<file path="src/rtl/ysyx_24110015_arb_pkg.sv">
// ysyx_24110015_arb_pkg: FSM states and response codes shared by the memory arbiter.
package ysyx_24110015_arb_pkg;
  typedef enum logic [1:0] {IDLE, ISSUE, WAIT, RESP} state_t;
  localparam logic [1:0] RESP_OKAY = 2'b00;
  localparam logic [1:0] RESP_DECERR = 2'b11;
endpackage

</file>
<file path="src/rtl/ysyx_24110015_rr_picker.sv">
// ysyx_24110015_rr_picker: two-way one-hot winner select; on a tie the requester other than ptr wins.
module ysyx_24110015_rr_picker (
  input  logic [1:0] req,
  input  logic       ptr,
  output logic [1:0] gnt
);
  assign gnt[0] = req[0] & (~req[1] | ptr);
  assign gnt[1] = req[1] & (~req[0] | ~ptr);
endmodule

</file>
<file path="src/rtl/ysyx_24110015_mem_arbiter.sv">
// ysyx_24110015_mem_arbiter: IFU/LSU arbiter onto a single memory port, one transaction in flight.
// Define ARB_ROUND_ROBIN_EN for round-robin ties; otherwise the LSU always wins ties.
module ysyx_24110015_mem_arbiter
  import ysyx_24110015_arb_pkg::*;
#(
  parameter int TIMEOUT_CYCLES = 255
) (
  input  logic        clk,
  input  logic        rst,
  input  logic [1:0]  req,
  input  logic [1:0]  we,
  input  logic [63:0] addr,
  input  logic [63:0] wdata,
  input  logic [7:0]  wstrb,
  output logic [1:0]  gnt,
  output logic [1:0]  rsp_valid,
  output logic [31:0] rsp_rdata,
  output logic [1:0]  rsp_resp,
  input  logic [1:0]  rsp_ready,
  output logic [31:0] mem_araddr,
  output logic [31:0] mem_awaddr,
  output logic        mem_ren,
  output logic        mem_wen,
  output logic [31:0] mem_wdata,
  output logic [3:0]  mem_wstrb,
  input  logic [31:0] mem_rdata,
  input  logic [1:0]  mem_rresp,
  input  logic [1:0]  mem_bresp,
  input  logic        mem_rvalid,
  input  logic        mem_bvalid
);
  state_t state;
  logic win, we_q, ptr;
  logic [7:0] cnt;
  logic [1:0] pick;
`ifdef ARB_ROUND_ROBIN_EN
  logic last;
  always_ff @(posedge clk or posedge rst)
    if (rst) last <= 1'b1;
    else if (|gnt) last <= gnt[1];
  assign ptr = last;
`else
  assign ptr = 1'b0;
`endif
  ysyx_24110015_rr_picker u_pick (.req(req), .ptr(ptr), .gnt(pick));
  // gnt is combinational so the winner sees acceptance in the cycle it requests
  assign gnt = (state == IDLE && !rst) ? pick : 2'b00;
  assign rsp_valid = (state == RESP) ? (win ? 2'b10 : 2'b01) : 2'b00;
  assign mem_ren = state == ISSUE && !we_q;
  assign mem_wen = state == ISSUE && we_q;
  assign mem_awaddr = mem_araddr;
  always_ff @(posedge clk or posedge rst) begin
    if (rst) begin
      state <= IDLE;
      win <= 1'b0;
      we_q <= 1'b0;
      cnt <= '0;
      mem_araddr <= '0;
      mem_wdata <= '0;
      mem_wstrb <= '0;
      rsp_rdata <= '0;
      rsp_resp <= RESP_OKAY;
    end else begin
      case (state)
        IDLE: if (|pick) begin
          win <= pick[1];
          we_q <= |(pick & we & 2'b10);
          mem_araddr <= pick[1] ? addr[63:32] : addr[31:0];
          mem_wdata <= pick[1] ? wdata[63:32] : wdata[31:0];
          mem_wstrb <= pick[1] ? wstrb[7:4] : wstrb[3:0];
          state <= ISSUE;
        end
        ISSUE: begin
          cnt <= '0;
          state <= WAIT;
        end
        WAIT: if (we_q ? mem_bvalid : mem_rvalid) begin
          rsp_rdata <= we_q ? 32'h0 : mem_rdata;
          rsp_resp <= we_q ? mem_bresp : mem_rresp;
          state <= RESP;
        end else if (cnt == 8'(TIMEOUT_CYCLES)) begin
          rsp_rdata <= 32'h0;
          rsp_resp <= RESP_DECERR;
          state <= RESP;
        end else cnt <= cnt + 8'd1;
        RESP: if (rsp_ready[win]) state <= IDLE;
        default: state <= IDLE;
      endcase
    end
  end
endmodule
</file>
<file path="config.mk">
export PLATFORM = sky130hd
export DESIGN_NAME = ysyx_24110015_mem_arbiter
export DESIGN_NICKNAME = d
export VERILOG_FILES = /design/src/rtl/ysyx_24110015_arb_pkg.sv /design/src/rtl/ysyx_24110015_rr_picker.sv /design/src/rtl/ysyx_24110015_mem_arbiter.sv
export SDC_FILE = /design/constraint.sdc
export NUM_CORES = 1
export LEC_CHECK = 0
export CAP_MARGIN = 40
export CORE_AREA = 2 2 127 129
export DETAILED_ROUTE_END_ITERATION = 10
export DIE_AREA = 0 0 129 131
export PLACE_DENSITY_LB_ADDON = 0.1
export SYNTH_ARGS = -nofsm -noshare
export SYNTH_HDL_FRONTEND = slang
export SYNTH_SLANG_ARGS = --single-unit
export TNS_END_PERCENT = 20
</file>
<file path="constraint.sdc">
create_clock -name clk -period 7 [get_ports clk]
set_clock_uncertainty 0.15 [all_clocks]
set_input_delay 1.4 -clock clk [delete_from_list [all_inputs] [get_ports clk]]
set_output_delay 1.4 -clock clk [all_outputs]
set_load 0.005 [all_outputs]
</file>
== After elaboration in Yosys (flattened, before gate mapping) ==
Cells that the tools add are included.
Storage, ports and cells
  logic and storage cells: 58
  input bits: 182
  register bits: 114
Cells by class
  reduce and logical (&&, ||, !) cells: 13
  add/sub/neg operators: 1
  muxes and demuxes: 22
  order comparisons: 1
  bitwise gates (word level): 3
  equality and inequality tests: 9
Operator list (count)
  2-to-1 mux 32 bit: 5
  2-to-1 mux 2 bit: 9
  2-to-1 mux 8 bit: 2
  one-hot mux 8 bit (2 select lines): 1
  adder 8 x 1 -> 8 bit, second input constant: 1
  equality test 8 bit, second input constant: 1
  one-hot mux 2 bit (4 select lines): 1
  AND reduction 3 bit: 2
  equality test 2 bit, second input constant: 2
  2-to-1 mux 4 bit: 1
  != test 2 x 1 -> 1 bit, second input constant: 2
  != test 2 bit, second input constant: 2
  AND reduction 2 bit: 2
  nonzero test 2 bit: 2
  logical AND 1 bit: 3
  2-to-1 mux 1 bit: 3
  != test 3 bit, second input constant: 1
  AND 2 bit: 1
  equality test 2 x 1 -> 1 bit, second input constant: 1
  zero test 1 bit: 2
  zero test 2 bit: 1
  < comparator 1 x 2 -> 1 bit, second input constant: 1
  OR reduction 2 bit: 1
  AND 1 bit: 1
  NOT 1 bit: 1

== Logic depth before layout (Yosys ltp) ==
Gate-level depths: netlist of run 1.
  depth in word-level cells: 5
  depth in mapped cells: 8
  gate-level depth less buffers: 6

== Hierarchy ==
A second synthesis of run 1 with hierarchy kept.
Second synthesis, totals
  cells, all modules: 558
  area, all modules: 5449.0 µm²
By module, submodules not included
  ysyx_24110015_mem_arbiter: instances 1, area an instance 5430.2 µm², sequential area each 2852.7 µm², cells an instance 555
  ysyx_24110015_rr_picker: instances 1, area an instance 18.8 µm², sequential area each 0.0 µm², cells an instance 3

== Least setup slack after synthesis of run 1 ==
OpenSTA, ideal clock, no wires.
  path kind: input to output
  from: input port rst
  to: output port gnt[1]
  data arrival time: 4194 ps
  cell stages on the path: 2
  buffers on the path: 0
  setup slack: 1256 ps
  data required time: 5450 ps
  path through: inv_1 > and3_1
On the way
  longest elaborated chain between the ends: 3
Ends and longest elaborated chain
  start, declared: line ysyx_24110015_mem_arbiter.sv:9  | input logic rst,
  zero test 1 bit (no source line)
  logical AND 1 bit: line ysyx_24110015_mem_arbiter.sv:47  | assign gnt = (state == IDLE && !rst) ? pick : 2'b00;
  2-to-1 mux 2 bit: line ysyx_24110015_mem_arbiter.sv:47
  end, declared: line ysyx_24110015_mem_arbiter.sv:15  | output logic [1:0] gnt,
Every way passes these cells.

== Worst setup path in the final report of run 1 ==
Same ends and word-level chain as after synthesis.

==> flow_summary_export.csv, run 1 <==
group,metric,value,unit
routing,vias,4879,
critical_path,r2r-start,"state[0]",
worst_hold_path,worstHoldEndpoint,"rsp_rdata[17]",
logic_synthesis,yosysTopAreaCell,"dfrtp_1",
critical_path,crit_arrival,3.16,ns
die,io_pins,322,
critical_path,worstRegToRegCells,6,
clock_tree,hold_buffers,0,
logic_synthesis,synth.area.top_cells,"dfrtp_1 52%, mux2i_1 13%, o21ai_1 6.2%",
clock_tree,htreeDepth,4,
cells_and_area,nets,998,
logic_synthesis,yosysWarnings,0,
clock_tree,cts_tree,"done",
routing,drt_iter0_drc,235,
die,start_util,35.5,%
critical_path,cpMostUsedCell,"clkdlybuf4s50_1",
pwr,power.leakage,4.34,nW
die,die_w,129,microns
critical_path,cp_slowest_cell,"inv_4",
logic_synthesis,synth_common_cells,"114 x dfrtp_1, 82 x nand2_1, 74 x mux2i_1",
pwr,pwr_density_cell,383,nW/um^2
routing,viasPerCell,4.70,
grt,overflow,0,
die,die_h,131,microns
logic_synthesis,synth_edf_count,0,
critical_path,crit_fanout,57,
sta,hold_violations,0,
critical_path,worst-path-buf-inv,3,
die,row_count,46,
critical_path,reg2reg_to,"mem_araddr[14]",
sta,fin_crit,4.71,ns
placement,io_buffers,320,
sta,post-route-period-util,67.2,%
sta,drv_slew,0,
logic_synthesis,synth_most_common_cell,"dfrtp_1",
cells_and_area,antenna_cells,0,
cells_and_area,final_area,9260,sq um
sta,rsz0062_at_grt,"false",
cells_and_area,area_growth,67.3,%
sta,slew_headroom,50.1,%
logic_synthesis,synth-main-ff-cell,"dfrtp_1",
clock_tree,clock_path_buffers,2,
critical_path,max_stage_delay,0.53,ns
logic_synthesis,synth_cell_types,40,
logic_synthesis,seq_area_frac_synth,51.6,%
grt,grt_pass1_wl,26000,microns
sta,final.setup.tns,0,ns
clock_tree,clock-sinks,114,
logic_synthesis,synth_nets,718,
logic_synthesis,synth_cells,531,
clock_tree,clkTransAtPathRegs,0.05,ns
placement,gp_congestion,0.809,
grt,grt_max_degree,62,
logic_synthesis,async_flop_share,100,%
die,core,15600,sq um
logic_synthesis,ys_seq_elements,114,
logic_synthesis,synth_top_area_share,51.6,%
status,status,"finished, final reports clean",
routing,wl,17300,microns
critical_path,r2r_slack,4.83,ns
pwr,vdd_drop_max,0.000164,V
clock_tree,cts_resized,0,
cells_and_area,drive_above_1_share,5.47,%
critical_path,worstPathCellList,"clkdlybuf4s50_1, inv_4, and3_1, clkdlybuf4s50_1",
grt,grt_usage,20.3,%
clock_tree,numCtsBuffers,17,
worst_hold_path,holdPathStages,1,
pwr,p_total,3.55,mW
placement,dp_hpwl,13300,microns
cells_and_area,multi_input_area,2260,sq um
routing,drc_errors,0,
critical_path,worstSetupStartpointType,"primary input",
clock_tree,root_buffer,"clkbuf_16",
routing,ant_nets,0,
sta,max_freq,0.212,GHz
die,die-area,16900,sq um
logic_synthesis,avgSynthCellArea,10.4,sq um
critical_path,worst-setup-path-type,"in2out",
grt,antenna_found_initial,0,
cells_and_area,nFillCells,1367,
critical_path,required,5.45,ns
routing,first_pass_iters,4,
sta,setup_violations,0,
logic_synthesis,syn-cell-area,5530,sq um
critical_path,cp-end-kind,"output port",
sta,tightest_slew,0.749,ns
worst_hold_path,worstHoldPathType,"reg2reg",
grt,grt_pass1_vias,5019,
critical_path,crit_family,"buffers and inverters",
clock_tree,clock_latency,0.40,ns
clock_tree,post-cts-setup-buffer-count,0,
job,cap_violations,0,
placement,placed_area,8720,sq um
cells_and_area,regArea,2850,sq um
routing,wl_per_cell,16.7,microns
worst_hold_path,holdCritStartpoint,"rsp_rdata[17]",
worst max-delay path by stage:
stage                     startpoint      to  cells past startpoint
after floorplan                  rst  gnt[1]                      2
after global placement           rst  gnt[1]                      4
after detailed placement         rst  gnt[1]                      4
after CTS                        rst  gnt[1]                      4
after global routing             rst  gnt[1]                      4
final                            rst  gnt[1]                      4
sequential cells by signal, summed over array words and instances, names as in the netlist:
register and count:
cnt 8, mem_araddr 32, mem_wdata 32, mem_wstrb 4
rsp_rdata 32, rsp_resp 2, state 2, we_q 1
win 1
per-stage QoR:
stage | util, % | hold slack [ns] | worst slack (ns) | std cells
floorplan | - | 0.321 | 1.26 | 531
global placement | 55.4 | 0.308 | 2.21 | 1004
detailed placement | 55.9 | 0.315 | 2.23 | 1008
CTS | 59.4 | 0.326 | 2.23 | 1038
global route | 59.4 | 0.340 | 2.11 | 1038
finish | 59.4 | 0.323 | 2.29 | 1038
worst reg2reg max path: stages (launching register included):
cell and delay, ns:
dfrtp_1 0.37, inv_1 0.09, ha_1 0.33, o21ai_4 0.20, buf_16 0.22, buf_4 0.49
o21ai_1 0.20
per-layer routing:
metal	global-route usage (%)	part of all wire, %
met1	22.7	39
met2	35.9	52
met3	6.88	7.3
met4	7.67	1.6
met5	0	0
cells by family after synthesis:
kind of cell	Yosys count	share of synthesized area, %
buf+inv	73	7.76
simple gates	141	12.3
compound gates	123	13.5
mux	75	13.8
fa+ha+maj	5	1.13
flops	114	51.6
where the power goes:
group	internal (mW)	switching, mW
combinational	0.971	0.643
sequential	0.958	0.202
clock	0.492	0.282
cell type report:
cell class / count / area share, %
clock buffer: 25 / 5.46
tap: 216 / 2.92
multi-input combinational: 344 / 24.5
sequential: 114 / 30.8
timing repair buffer: 329 / 35.8
clock inverter: 5 / 0.297
inverter: 5 / 0.230
layout by cell type (no fill, tap or decap), drive strengths merged, types with 10 or more instances in the layout:
| cell | instances |
|---|---|
| a21o | 33 |
| and3 | 33 |
| buf | 10 |
| clkbuf | 25 |
| clkdlybuf4s50 | 319 |
| dfrtp | 114 |
| mux2i | 75 |
| nand2 | 82 |
| o21ai | 71 |
No activity file was read; power rests on OpenSTA's default activity.
==> run 2, diff against run 1 <==
--- a/config.mk
+++ b/config.mk
@@ -6,9 +6,9 @@
 export NUM_CORES = 1
 export LEC_CHECK = 0
 export CAP_MARGIN = 40
-export CORE_AREA = 2 2 127 129
+export CORE_MARGIN = 1
+export CORE_UTILIZATION = 35
 export DETAILED_ROUTE_END_ITERATION = 10
-export DIE_AREA = 0 0 129 131
 export PLACE_DENSITY_LB_ADDON = 0.1
 export SYNTH_ARGS = -nofsm -noshare
 export SYNTH_HDL_FRONTEND = slang
==> constraint.sdc (replaced) <==
create_clock -name clk -period 4.2 [get_ports clk]
set_clock_uncertainty 0.15 [all_clocks]
set_input_delay 0.84 -clock clk [delete_from_list [all_inputs] [get_ports clk]]
set_output_delay 0.84 -clock clk [all_outputs]
set_load 0.005 [all_outputs]
==> run 2 against run 1 <==
Wire length decreased by 0.24%. Register-to-register slack got worse by 2.9 ns. Clock power increased by 91%. Critical path type unchanged. Critical endpoint is now gnt[0]. Largest cell class unchanged. Highest routed layer unchanged.
==> flow_summary_export.csv, run 2 (same netlist as run 1, synthesis figures left out) <==
group,metric,value,unit
cells_and_area,area_growth,69.2,%
clock_tree,clkTransAtPathRegs,0.05,ns
clock_tree,post-cts-setup-buffer-count,0,
critical_path,worstRegToRegCells,5,
routing,wl,17300,microns
sta,fin_crit,3.24,ns
clock_tree,root_buffer,"clkbuf_16",
die,row_count,45,
pwr,pwr_density_cell,654,nW/um^2
worst_hold_path,holdPathStages,1,
critical_path,cp_slowest_cell,"clkdlybuf4s50_1",
sta,final.setup.tns,0,ns
grt,grt_usage,21.8,%
clock_tree,htreeDepth,4,
die,start_util,36.1,%
critical_path,r2r-start,"state[0]",
sta,post-route-period-util,77.1,%
grt,overflow,0,
grt,grt_max_degree,60,
pwr,intPower,4.22,mW
critical_path,worstSetupStartpointType,"primary input",
clock_tree,cts_resized,0,
critical_path,required,3.21,ns
die,die-area,16300,sq um
critical_path,crit_fanout,3,
sta,hold_violations,0,
pwr,vdd_drop_max,0.000392,V
sta,rsz0062_at_grt,"false",
grt,grt_pass1_wl,26900,microns
die,die_h,128,microns
pwr,p_total,6.12,mW
cells_and_area,drive_above_1_share,6.17,%
routing,wl_per_cell,16.6,microns
clock_tree,hold_buffers,0,
placement,io_buffers,320,
worst_hold_path,worstHoldPathType,"reg2reg",
grt,antenna_found_initial,0,
die,die_w,128,microns
worst_hold_path,holdCritStartpoint,"rsp_rdata[26]",
cells_and_area,antenna_cells,0,
pwr,power.leakage,4.39,nW
clock_tree,clock_latency,0.41,ns
routing,vias,4921,
cells_and_area,final_cell_mix,"319 x clkdlybuf4s50_1, 114 x dfrtp_1, 82 x nand2_1, 74 x mux2i_1, 67 x o21ai_1",
placement,dp_hpwl,13300,microns
pwr,seq_power_share,31.7,%
cells_and_area,nets,1002,
critical_path,cpMostUsedCell,"clkdlybuf4s50_1",
critical_path,worstPathCellList,"clkdlybuf4s50_1, nor4bb_1, clkdlybuf4s50_1",
critical_path,max_stage_delay,0.56,ns
pwr,p_clk_share,24.3,%
routing,viasPerCell,4.74,
pwr,sw_frac_of_total,31.1,%
sta,drv_slew,0,
critical_path,worst-setup-path-type,"in2out",
routing,drc_errors,0,
status,status,"finished, final reports clean",
pwr,switchingPower,1.91,mW
critical_path,crit_arrival,2.25,ns
die,io_pins,322,
placement,gp_congestion,0.812,
cells_and_area,final_common_cell,"clkdlybuf4s50_1",
sta,setup_violations,0,
critical_path,reg2reg_to,"cnt[3]",
die,core,15300,sq um
routing,drt_iter0_drc,166,
routing,first_pass_iters,4,
grt,grt_pass1_vias,5122,
critical_path,r2r_slack,1.96,ns
worst_hold_path,worstHoldEndpoint,"rsp_rdata[26]",
job,cap_violations,0,
clock_tree,cts_tree,"done",
sta,slew_headroom,46.4,%
sta,tightest_slew,0.802,ns
pwr,combPwrFrac,44.1,%
clock_tree,clock_path_buffers,2,
clock_tree,clock-sinks,114,
cells_and_area,reg.largest.list,"mem_araddr: 32 flops, mem_wdata: 32 flops, rsp_rdata: 32 flops",
routing,ant_nets,0,
sta,max_freq,0.309,GHz
clock_tree,numCtsBuffers,17,
critical_path,cp-end-kind,"output port",
-- run 2: critical path, delay by kind of cell --
family / cells / cell delay, ns
buffers and inverters: 2 / 1.12
and+or+nand+nor: 1 / 0.29
-- run 2: worst max-delay path by stage --
stage                       from      to  slack, ns  cells past startpoint
after floorplan              rst  gnt[1]       0.21                      2
after global placement    req[0]  gnt[0]       1.04                      3
after detailed placement  req[0]  gnt[0]       0.96                      3
after CTS                 req[0]  gnt[0]       0.95                      3
after global routing      req[0]  gnt[0]       0.95                      3
final                     req[0]  gnt[0]       0.96                      3
-- run 2: power by group through the flow --
stage               logic, mW  registers (mW)  clock network [mW]
finish                   2.70            1.94                1.48
global placement         2.67            1.93                   0
floorplan                1.21            1.92                   0
detailed placement       2.73            1.95                   0
global route             2.96            2.01                1.57
CTS                      2.74            1.95                1.51
-- run 2: layout make-up --
| class | count | area (sq um) |
|---|---|---|
| fill | 1242 | 5950 |
| multi-input combinational | 344 | 2260 |
| tap | 211 | 264 |
| timing repair buffer | 333 | 3350 |
| clock inverter | 11 | 161 |
| sequential | 114 | 2850 |
| inverter | 5 | 22.5 |
| clock buffer | 20 | 447 |
-- run 2: per-layer routing --
metal / up-vias / wire length (microns) / track usage, %
li1: 2388 / - / -
met1: 2323 / 6510 / 23.1
met2: 182 / 8830 / 38.8
met3: 28 / 1460 / 8.14
met4: 0 / 453 / 9.20
met5: - / 0 / 0
-- run 2: stage by stage --
stage               instance area [sq um]  std cells  hold slack [ns]  setup slack, ns  util [%]
floorplan                            5540        531            0.321            0.211         -
global placement                     8690       1004            0.308             1.04      56.8
detailed placement                   8750       1007            0.315            0.957      57.2
CTS                                  9360       1038            0.327            0.953      61.1
global route                         9360       1038            0.337            0.954      61.1
finish                               9360       1038            0.322            0.960      61.1
